## src/rtl/bus_dma_host_pkg.sv

```systemverilog
// Shared types and constants for the bus_dma_host copy engine.
package bus_dma_pkg;

  typedef enum logic [2:0] {
    IDLE    = 3'd0,
    RD_REQ  = 3'd1,
    RD_WAIT = 3'd2,
    WR_REQ  = 3'd3,
    WR_WAIT = 3'd4
  } dma_state_e;

  // Byte offsets of the register window (only bits [4:2] are decoded)
  localparam logic [4:0] RegSrc    = 5'h00;
  localparam logic [4:0] RegDst    = 5'h04;
  localparam logic [4:0] RegLen    = 5'h08;
  localparam logic [4:0] RegCtrl   = 5'h0C;
  localparam logic [4:0] RegStatus = 5'h10;

  localparam int CtrlStartBit   = 0;
  localparam int CtrlIrqEnBit   = 1;
  localparam int StatusBusyBit  = 0;
  localparam int StatusDoneBit  = 1;
  localparam int StatusErrorBit = 2;

  // Offsets 0x14..0x1C are holes in the window and answer with an error
  function automatic logic is_unmapped(input logic [4:0] off);
    return off[4:2] > 3'd4;
  endfunction

endpackage

```

## src/rtl/bus_dma_host_if.sv

```systemverilog
// Device-side register port and host-side initiator port of the copy engine.
interface bus_dma_host_if #(
  parameter int AddressWidth = 32,
  parameter int DataWidth    = 32
);
  logic                    dev_req_i;
  logic                    dev_we_i;
  logic [3:0]              dev_be_i;
  logic [AddressWidth-1:0] dev_addr_i;
  logic [DataWidth-1:0]    dev_wdata_i;
  logic                    dev_rvalid_o;
  logic [DataWidth-1:0]    dev_rdata_o;
  logic                    dev_err_o;

  logic                    host_req_o;
  logic                    host_gnt_i;
  logic [AddressWidth-1:0] host_addr_o;
  logic                    host_we_o;
  logic [3:0]              host_be_o;
  logic [DataWidth-1:0]    host_wdata_o;
  logic                    host_rvalid_i;
  logic [DataWidth-1:0]    host_rdata_i;
  logic                    host_err_i;

  // The DMA engine side
  modport master (
    input  dev_req_i, dev_we_i, dev_be_i, dev_addr_i, dev_wdata_i,
    output dev_rvalid_o, dev_rdata_o, dev_err_o,
    output host_req_o, host_addr_o, host_we_o, host_be_o, host_wdata_o,
    input  host_gnt_i, host_rvalid_i, host_rdata_i, host_err_i
  );

  // The system side: core data port driving registers, memory answering the host port
  modport slave (
    output dev_req_i, dev_we_i, dev_be_i, dev_addr_i, dev_wdata_i,
    input  dev_rvalid_o, dev_rdata_o, dev_err_o,
    input  host_req_o, host_addr_o, host_we_o, host_be_o, host_wdata_o,
    output host_gnt_i, host_rvalid_i, host_rdata_i, host_err_i
  );

endinterface

```

## src/rtl/bus_dma_host_regs.sv

```systemverilog
// Register file of the copy engine plus the one-cycle device response path.
module bus_dma_regs
  import bus_dma_pkg::*;
#(
  parameter int AddressWidth = 32,
  parameter int DataWidth    = 32,
  parameter int LenWidth     = 16
) (
  input  logic                    clk_i,
  input  logic                    rst_i,
  input  logic                    i_req,
  input  logic                    i_we,
  input  logic [3:0]              i_be,
  input  logic [AddressWidth-1:0] i_addr,
  input  logic [DataWidth-1:0]    i_wdata,
  output logic                    o_rvalid,
  output logic [DataWidth-1:0]    o_rdata,
  output logic                    o_err,
  input  logic                    i_busy,
  input  logic                    i_done_set,
  input  logic                    i_err_set,
  output logic                    o_start,
  output logic [AddressWidth-1:0] o_src,
  output logic [AddressWidth-1:0] o_dst,
  output logic [LenWidth-1:0]     o_len,
  output logic                    o_irq_en,
  output logic                    o_done,
  output logic                    o_error
);

  logic [AddressWidth-1:0] r_src;
  logic [AddressWidth-1:0] r_dst;
  logic [LenWidth-1:0]     r_len;
  logic                    r_irq_en;
  logic                    r_done;
  logic                    r_error;
  logic                    r_rvalid;
  logic [DataWidth-1:0]    r_rdata;
  logic                    r_err;

  logic [4:0]              w_off;
  logic                    w_wr;
  logic [DataWidth-1:0]    w_rd_data;
  logic                    w_unused_addr;

  assign w_off         = {i_addr[4:2], 2'b00};
  assign w_wr          = i_req & i_we & (i_be == 4'hF);
  assign w_unused_addr = ^{i_addr[AddressWidth-1:5], i_addr[1:0]};
  assign o_start       = w_wr & (w_off == RegCtrl) & i_wdata[CtrlStartBit] & ~i_busy;

  // Software-visible registers; transfer setup is frozen while a copy runs
  always_ff @(posedge clk_i or posedge rst_i) begin
    if (rst_i) begin
      r_src    <= '0;
      r_dst    <= '0;
      r_len    <= '0;
      r_irq_en <= 1'b0;
      r_done   <= 1'b0;
      r_error  <= 1'b0;
    end else begin
      if (w_wr && !i_busy) begin
        if (w_off == RegSrc) r_src <= {i_wdata[AddressWidth-1:2], 2'b00};
        if (w_off == RegDst) r_dst <= {i_wdata[AddressWidth-1:2], 2'b00};
        if (w_off == RegLen) r_len <= i_wdata[LenWidth-1:0];
      end
      if (w_wr && w_off == RegCtrl) r_irq_en <= i_wdata[CtrlIrqEnBit];
      // A hardware set beats a software clear landing in the same cycle
      if (i_done_set)
        r_done <= 1'b1;
      else if (o_start || (w_wr && w_off == RegStatus && i_wdata[StatusDoneBit]))
        r_done <= 1'b0;
      if (i_err_set)
        r_error <= 1'b1;
      else if (o_start || (w_wr && w_off == RegStatus && i_wdata[StatusErrorBit]))
        r_error <= 1'b0;
    end
  end

  // Read mux
  always_comb begin
    w_rd_data = '0;
    case (w_off)
      RegSrc:    w_rd_data = DataWidth'(r_src);
      RegDst:    w_rd_data = DataWidth'(r_dst);
      RegLen:    w_rd_data = DataWidth'(r_len);
      RegCtrl:   w_rd_data[CtrlIrqEnBit] = r_irq_en;
      RegStatus: begin
        w_rd_data[StatusBusyBit]  = i_busy;
        w_rd_data[StatusDoneBit]  = r_done;
        w_rd_data[StatusErrorBit] = r_error;
      end
      default:   w_rd_data = '0;
    endcase
  end

  // Every request is answered exactly one cycle later; writes return zero data
  always_ff @(posedge clk_i or posedge rst_i) begin
    if (rst_i) begin
      r_rvalid <= 1'b0;
      r_rdata  <= '0;
      r_err    <= 1'b0;
    end else begin
      r_rvalid <= i_req;
      r_err    <= i_req & is_unmapped(w_off);
      r_rdata  <= (i_req && !i_we) ? w_rd_data : '0;
    end
  end

  assign o_rvalid = r_rvalid;
  assign o_rdata  = r_rdata;
  assign o_err    = r_err;
  assign o_src    = r_src;
  assign o_dst    = r_dst;
  assign o_len    = r_len;
  assign o_irq_en = r_irq_en;
  assign o_done   = r_done;
  assign o_error  = r_error;

endmodule

```

## src/rtl/bus_dma_host.sv

```systemverilog
// Memory-to-memory word copy engine: register window on the device port,
// one outstanding read/write at a time on the host port.
//
// state   | meaning
// IDLE    | no transfer; waiting for START
// RD_REQ  | read of cur_src requested, waiting for grant
// RD_WAIT | read granted, waiting for response data
// WR_REQ  | write of buffer to cur_dst requested, waiting for grant
// WR_WAIT | write granted, waiting for response; then advance or finish
module bus_dma_host
  import bus_dma_pkg::*;
#(
  parameter int AddressWidth = 32,
  parameter int DataWidth    = 32,
  parameter int LenWidth     = 16
) (
  input  logic          clk_i,
  input  logic          rst_i,
  bus_dma_host_if.master bus,
  output logic          irq_o
);

  dma_state_e              r_state;
  logic                    r_req;
  logic                    r_we;
  logic [3:0]              r_be;
  logic [AddressWidth-1:0] r_addr;
  logic [DataWidth-1:0]    r_wdata;
  logic [AddressWidth-1:0] r_cur_src;
  logic [AddressWidth-1:0] r_cur_dst;
  logic [LenWidth-1:0]     r_rem;
  logic                    r_zero_pend;

  logic                    w_start;
  logic [AddressWidth-1:0] w_src;
  logic [AddressWidth-1:0] w_dst;
  logic [LenWidth-1:0]     w_len;
  logic                    w_irq_en;
  logic                    w_done;
  logic                    w_error;
  logic                    w_busy;
  logic                    w_abort;
  logic                    w_last;
  logic                    w_done_set;

  bus_dma_regs #(
    .AddressWidth (AddressWidth),
    .DataWidth    (DataWidth),
    .LenWidth     (LenWidth)
  ) u_regs (
    .clk_i      (clk_i),
    .rst_i      (rst_i),
    .i_req      (bus.dev_req_i),
    .i_we       (bus.dev_we_i),
    .i_be       (bus.dev_be_i),
    .i_addr     (bus.dev_addr_i),
    .i_wdata    (bus.dev_wdata_i),
    .o_rvalid   (bus.dev_rvalid_o),
    .o_rdata    (bus.dev_rdata_o),
    .o_err      (bus.dev_err_o),
    .i_busy     (w_busy),
    .i_done_set (w_done_set),
    .i_err_set  (w_abort),
    .o_start    (w_start),
    .o_src      (w_src),
    .o_dst      (w_dst),
    .o_len      (w_len),
    .o_irq_en   (w_irq_en),
    .o_done     (w_done),
    .o_error    (w_error)
  );

  // A zero-length START keeps BUSY up for the single cycle before DONE appears
  assign w_busy     = (r_state != IDLE) | r_zero_pend;
  assign w_abort    = bus.host_rvalid_i & bus.host_err_i &
                      ((r_state == RD_WAIT) | (r_state == WR_WAIT));
  assign w_last     = (r_state == WR_WAIT) & bus.host_rvalid_i & ~bus.host_err_i &
                      (r_rem == LenWidth'(1));
  assign w_done_set = w_abort | w_last | r_zero_pend;

  // Transfer sequencer with registered bus outputs
  always_ff @(posedge clk_i or posedge rst_i) begin
    if (rst_i) begin
      r_state     <= IDLE;
      r_req       <= 1'b0;
      r_we        <= 1'b0;
      r_be        <= 4'h0;
      r_addr      <= '0;
      r_wdata     <= '0;
      r_cur_src   <= '0;
      r_cur_dst   <= '0;
      r_rem       <= '0;
      r_zero_pend <= 1'b0;
    end else begin
      r_be        <= 4'hF;
      r_zero_pend <= 1'b0;
      case (r_state)
        IDLE: begin
          if (w_start) begin
            r_cur_src <= w_src;
            r_cur_dst <= w_dst;
            r_rem     <= w_len;
            if (w_len == '0) begin
              r_zero_pend <= 1'b1;
            end else begin
              r_state <= RD_REQ;
              r_req   <= 1'b1;
              r_we    <= 1'b0;
              r_addr  <= w_src;
            end
          end
        end
        RD_REQ: begin
          if (bus.host_gnt_i) begin
            r_state <= RD_WAIT;
            r_req   <= 1'b0;
          end
        end
        RD_WAIT: begin
          if (bus.host_rvalid_i) begin
            if (bus.host_err_i) begin
              r_state <= IDLE;
            end else begin
              r_wdata <= bus.host_rdata_i;
              r_state <= WR_REQ;
              r_req   <= 1'b1;
              r_we    <= 1'b1;
              r_addr  <= r_cur_dst;
            end
          end
        end
        WR_REQ: begin
          if (bus.host_gnt_i) begin
            r_state <= WR_WAIT;
            r_req   <= 1'b0;
            r_we    <= 1'b0;
          end
        end
        WR_WAIT: begin
          if (bus.host_rvalid_i) begin
            r_cur_src <= r_cur_src + AddressWidth'(4);
            r_cur_dst <= r_cur_dst + AddressWidth'(4);
            r_rem     <= r_rem - LenWidth'(1);
            if (bus.host_err_i || r_rem == LenWidth'(1)) begin
              r_state <= IDLE;
            end else begin
              r_state <= RD_REQ;
              r_req   <= 1'b1;
              r_we    <= 1'b0;
              r_addr  <= r_cur_src + AddressWidth'(4);
            end
          end
        end
        default: begin
          r_state <= IDLE;
          r_req   <= 1'b0;
          r_we    <= 1'b0;
        end
      endcase
    end
  end

  assign bus.host_req_o   = r_req;
  assign bus.host_we_o    = r_we;
  assign bus.host_be_o    = r_be;
  assign bus.host_addr_o  = r_addr;
  assign bus.host_wdata_o = r_wdata;

  assign irq_o = w_done & w_irq_en;

endmodule

```

## src/flat_wrapper.sv

```systemverilog
// flat-port wrapper written by rule: the top's interface ports become plain ports
module bus_dma_host_flat import bus_dma_pkg::*;
#(
  parameter int AddressWidth = 32,
  parameter int DataWidth    = 32,
  parameter int LenWidth     = 16
)
  (clk_i, rst_i, irq_o, bus_dev_req_i, bus_dev_we_i, bus_dev_be_i, bus_dev_addr_i, bus_dev_wdata_i, bus_dev_rvalid_o, bus_dev_rdata_o, bus_dev_err_o, bus_host_req_o, bus_host_addr_o, bus_host_we_o, bus_host_be_o, bus_host_wdata_o, bus_host_gnt_i, bus_host_rvalid_i, bus_host_rdata_i, bus_host_err_i);
  bus_dma_host_if #(.AddressWidth(AddressWidth), .DataWidth(DataWidth)) bus_i ();
  input  logic clk_i;
  input  logic rst_i;
  output logic irq_o;
  input wire logic [$bits(bus_i.dev_req_i)-1:0] bus_dev_req_i;
  input wire logic [$bits(bus_i.dev_we_i)-1:0] bus_dev_we_i;
  input wire logic [$bits(bus_i.dev_be_i)-1:0] bus_dev_be_i;
  input wire logic [$bits(bus_i.dev_addr_i)-1:0] bus_dev_addr_i;
  input wire logic [$bits(bus_i.dev_wdata_i)-1:0] bus_dev_wdata_i;
  output wire logic [$bits(bus_i.dev_rvalid_o)-1:0] bus_dev_rvalid_o;
  output wire logic [$bits(bus_i.dev_rdata_o)-1:0] bus_dev_rdata_o;
  output wire logic [$bits(bus_i.dev_err_o)-1:0] bus_dev_err_o;
  output wire logic [$bits(bus_i.host_req_o)-1:0] bus_host_req_o;
  output wire logic [$bits(bus_i.host_addr_o)-1:0] bus_host_addr_o;
  output wire logic [$bits(bus_i.host_we_o)-1:0] bus_host_we_o;
  output wire logic [$bits(bus_i.host_be_o)-1:0] bus_host_be_o;
  output wire logic [$bits(bus_i.host_wdata_o)-1:0] bus_host_wdata_o;
  input wire logic [$bits(bus_i.host_gnt_i)-1:0] bus_host_gnt_i;
  input wire logic [$bits(bus_i.host_rvalid_i)-1:0] bus_host_rvalid_i;
  input wire logic [$bits(bus_i.host_rdata_i)-1:0] bus_host_rdata_i;
  input wire logic [$bits(bus_i.host_err_i)-1:0] bus_host_err_i;
  assign bus_i.dev_req_i = bus_dev_req_i;
  assign bus_i.dev_we_i = bus_dev_we_i;
  assign bus_i.dev_be_i = bus_dev_be_i;
  assign bus_i.dev_addr_i = bus_dev_addr_i;
  assign bus_i.dev_wdata_i = bus_dev_wdata_i;
  assign bus_dev_rvalid_o = bus_i.dev_rvalid_o;
  assign bus_dev_rdata_o = bus_i.dev_rdata_o;
  assign bus_dev_err_o = bus_i.dev_err_o;
  assign bus_host_req_o = bus_i.host_req_o;
  assign bus_host_addr_o = bus_i.host_addr_o;
  assign bus_host_we_o = bus_i.host_we_o;
  assign bus_host_be_o = bus_i.host_be_o;
  assign bus_host_wdata_o = bus_i.host_wdata_o;
  assign bus_i.host_gnt_i = bus_host_gnt_i;
  assign bus_i.host_rvalid_i = bus_host_rvalid_i;
  assign bus_i.host_rdata_i = bus_host_rdata_i;
  assign bus_i.host_err_i = bus_host_err_i;
  bus_dma_host #(.AddressWidth(AddressWidth), .DataWidth(DataWidth), .LenWidth(LenWidth)) u_core (.clk_i(clk_i), .rst_i(rst_i), .bus(bus_i), .irq_o(irq_o));
endmodule
```

## config.mk

```make
export PLATFORM = sky130hd
export DESIGN_NAME = bus_dma_host_flat
export DESIGN_NICKNAME = d
export VERILOG_FILES = /design/src/rtl/bus_dma_host_pkg.sv /design/src/rtl/bus_dma_host_if.sv /design/src/rtl/bus_dma_host_regs.sv /design/src/rtl/bus_dma_host.sv /design/src/flat_wrapper.sv
export SDC_FILE = /design/constraint.sdc
export NUM_CORES = 1
export LEC_CHECK = 0
export BUFFER_PORTS_ARGS = -buffer_cell sky130_fd_sc_hd__buf_2
export CORE_UTILIZATION = 45
export DETAILED_ROUTE_END_ITERATION = 7
export GPL_TIMING_DRIVEN = 0
export HOLD_SLACK_MARGIN = 0.06
export PLACE_DENSITY = 0.73
export SLEW_MARGIN = 20
export SYNTH_ARGS = -nofsm -noshare
export SYNTH_HDL_FRONTEND = slang
export SYNTH_SLANG_ARGS = --single-unit
```

## constraint.sdc

```tcl
create_clock -name clk_i -period 12.6 [get_ports clk_i]
set_input_delay 0 -clock clk_i [delete_from_list [all_inputs] [get_ports clk_i]]
set_output_delay 0 -clock clk_i [all_outputs]
set_load 0.01 [all_outputs]
```

==> impl_metrics.tcl <==
set metrics [dict create \
    synth-seq-cells 259 \
    yosysWarnings 0 \
    setup_viol 0 \
    path_class "register to register" \
    grt_max_degree 109 \
    cts_sinks 259 \
    end_kind "register" \
    finalCriticalPeriod_ps 3186 \
    synth_top_family_by_area "compound AO/OA/AOI/OAI gates" \
    p_per_area_nw_per_um2 194.4 \
    grt_use_total_pct 31.28 \
    setup.worst_path.start_class "register" \
    path_clk_slew_ps 70 \
    async_flop_share_pct 100.0 \
    slew_viol_final 0 \
    grt_pass1_vias 11880 \
    final_util_pct 58.03 \
    die_y_um 171.5 \
    muxShareOfSynthArea_pct 12.48 \
    ant_nets 0 \
    rows 61 \
    outcome "finished clean" \
    postSynthCellCount 1255 \
    cp_data_required_time_ps 13050 \
    synth_area_um2 12930 \
    synth-seq-area-share_pct 50.14 \
    synth_edf_count 0 \
    synthDistinctLibCells 77 \
    critPathMaxFanout 10 \
    drv_cap 0 \
    place_area_um2 14380 \
    period_share_pct 25.28 \
    crit_arrival_ps 3630 \
    drt-pass1-iter-count 6 \
    synth_xor_xnor_area_share_pct 0.9485 \
    avgSynthCellArea_um2 10.30 \
    start_util_pct 46.15 \
    synth_ff_type "dfrtp_1" \
    fmax_mhz 313.9 \
    clkLatencyLatePin_ps 560 \
    wire_per_inst_um 23.38 \
    routed_via_density 6.132 \
    drc_errors 0 \
    portBuffers 181 \
    final_area_um2 16260 \
    cts-htree-levels 1 \
    final_nets 1659 \
    rsz0062_at_grt "false" \
    root_buffer "clkbuf_16" \
    dp_hpwl_mm 31.25 \
    coreArea_um2 28010 \
    synthSimpleGateAreaFrac_pct 14.34 \
    antenna_cells 0 \
    worst_slew_pin_slew_ps 1181 \
    syn-num-nets 1366 \
    synthAdderAreaFrac_pct 0.3871 \
    synth_compound_area_share_pct 17.92 \
    hold_class "primary input to asynchronous set/reset pin" \
    cts_resized 0 \
    grt_pass1_wl_mm 69.59 \
    cts_buffers 29 \
    io_pins 212 \
    num_vias 11950 \
    grt.overflow.total 0 \
    die_w_um 171.5 \
    drt_iter0_drc 1443 \
    antenna_found_initial 0 \
    area_growth_pct 25.75 \
    p_leak_nw 7.311 \
    vdd_drop_max_uv 124.1 \
    drive_gt1_share_pct 25.03 \
    slew-limit-headroom_pct 20.53 \
    final_cell_mix "dfrtp_1, buf_2, mux2_2, nor2_1, a21oi_1" \
    gp_congestion 0.9702 \
    tritoncts "yes" \
    hold_violations 0 \
    wl_mm 45.54 \
    cts_max_path_buffers 3 \
    final_common_cell "dfrtp_1" \
    clock_skew_ps 11.81 \
    setup_tns_ps 0 \
    dieArea_um2 29410 \
]
-- registers in the layout (all words and copies together), names as in the netlist --
signal / flops
u_core.u_regs.o_irq_en: 1
u_core.u_regs.o_src: 30
u_core.bus.host_be_o: 1
u_core.r_state: 3
u_core.bus.host_we_o: 1
u_core.r_zero_pend: 1
u_core.r_cur_src: 30
u_core.bus.host_addr_o: 31
u_core.u_regs.o_error: 1
u_core.u_regs.o_err: 1
u_core.u_regs.o_len: 16
u_core.bus.host_req_o: 1
u_core.u_regs.o_rvalid: 1
u_core.u_regs.o_dst: 30
u_core.bus.host_wdata_o: 32
u_core.u_regs.o_done: 1
u_core.r_rem: 16
u_core.u_regs.o_rdata: 32
u_core.r_cur_dst: 30
-- worst max-delay path, stage by stage, from the launching register on --
cell and delay [ps]:
dfrtp_1 350, buf_2 160, or3_1 430, nand2b_1 200
o21ai_1 910, clkbuf_1 600, o21ai_0 210, a21o_1 220
-- final timing paths --
| kind | cells after the start | slack [ps] | startpoint | to |
|---|---|---|---|---|
| min in group clk_i | 5 | 130 | bus_dev_be_i[1] | u_core.r_cur_dst[2] |
| max in group asynchronous | 4 | 11650 | rst_i | u_core.u_regs.o_len[13] |
| hold / removal | 3 | 40 | rst_i | u_core.r_cur_src[28] |
| hold reg to reg | 1 | 480 | u_core.bus.host_addr_o[8] | u_core.bus.host_addr_o[8] |
| setup / recovery | 7 | 9410 | u_core.r_state[0] | u_core.r_cur_src[18] |
| setup reg to reg | 7 | 9410 | u_core.r_state[0] | u_core.r_cur_src[18] |
-- power breakdown --
group          switching [W]  total (W)  internal (W)  leakage [nW]
registers           0.000171    0.00119       0.00102          3.42
logic               0.000615    0.00101      0.000395          3.37
clock network       0.000367   0.000958      0.000591         0.528
total                0.00115    0.00316       0.00201          7.31
-- final cells by class --
type,instances,area [um^2]
multi-input combinational,885,5969
sequential,259,6481
tap,378,473.0
fill,2385,11760
clock buffer,33,780.7
clock inverter,20,305.3
inverter,12,52.55
timing repair buffer,262,1752
buffer,99,441.7
-- cells in the mapped netlist (all sizes together), types with 5 or more instances --
master / count / area [um^2]
dfrtp: 259 / 6481
mux2: 129 / 1453
nor2: 110 / 412.9
a21oi: 85 / 432.9
nand2: 79 / 296.5
o21ai: 77 / 385.4
clkbuf: 64 / 240.2
a22oi: 49 / 367.9
buf: 35 / 201.5
nand3: 34 / 175.2
a31oi: 26 / 162.7
nand4: 25 / 177.7
nor3: 24 / 120.1
o22ai: 22 / 137.6
nor4: 17 / 112.6
and3: 16 / 100.1
mux2i: 16 / 160.2
inv: 12 / 45.04
or4: 12 / 105.1
o211ai: 11 / 82.58
o22a: 11 / 96.34
a41oi: 10 / 95.10
and2: 10 / 62.56
a2bb2oi: 9 / 78.83
a21o: 8 / 60.06
xnor2: 8 / 70.07
a22o: 7 / 61.31
and4: 7 / 62.56
nor3b: 7 / 52.55
o2bb2a: 7 / 70.07
nand2b: 6 / 37.54
xor2: 6 / 52.55
a21boi: 5 / 37.53
or3: 5 / 36.28
-- logic make-up (layout without fill, tap and decap cells) --
| kind of cell | count (synthesis) | after routing |
|---|---|---|
| AOI/OAI and AO/OA | 356 | 356 |
| xor gates and xnor gates | 14 | 14 |
| adders and majority gates | 4 | 4 |
| buffers and inverters | 111 | 426 |
| DFF | 259 | 259 |
| muxes | 145 | 145 |
| other | 1 | 1 |
| and+or+nand+nor | 365 | 365 |
-- metrics by stage --
stage / power, W / worst slack, ps / cells / hold WS [ps]
floorplan: 0.001770 / 5473 / 1255 / 31.43
global placement: 0.002132 / 2576 / 1814 / 158.3
detailed placement: 0.002162 / 9598 / 1816 / 94.66
CTS: 0.003137 / 9507 / 1948 / 61.13
global route: 0.003304 / 9320 / 1948 / 115.5
finish: 0.003161 / 9414 / 1948 / 42.30
-- repair_timing --
| action | in CTS | in global routing |
|---|---|---|
| hold buffers | 79 | 0 |
| buffers inserted | 0 | 0 |
| endpoints found under the setup margin | 0 | 0 |
| endpoints found under the hold margin | 321 | 0 |
-- layer usage --
metal / share of wire (%) / GRT usage, % / vias to the layer above
li1: - / - / 5262
met1: 42 / 42.15 / 5845
met2: 44 / 47.79 / 700
met3: 10 / 7.961 / 138
met4: 4.3 / 13.16 / 0
met5: 0 / 0 / -
(Power assumes the default switching activity.)
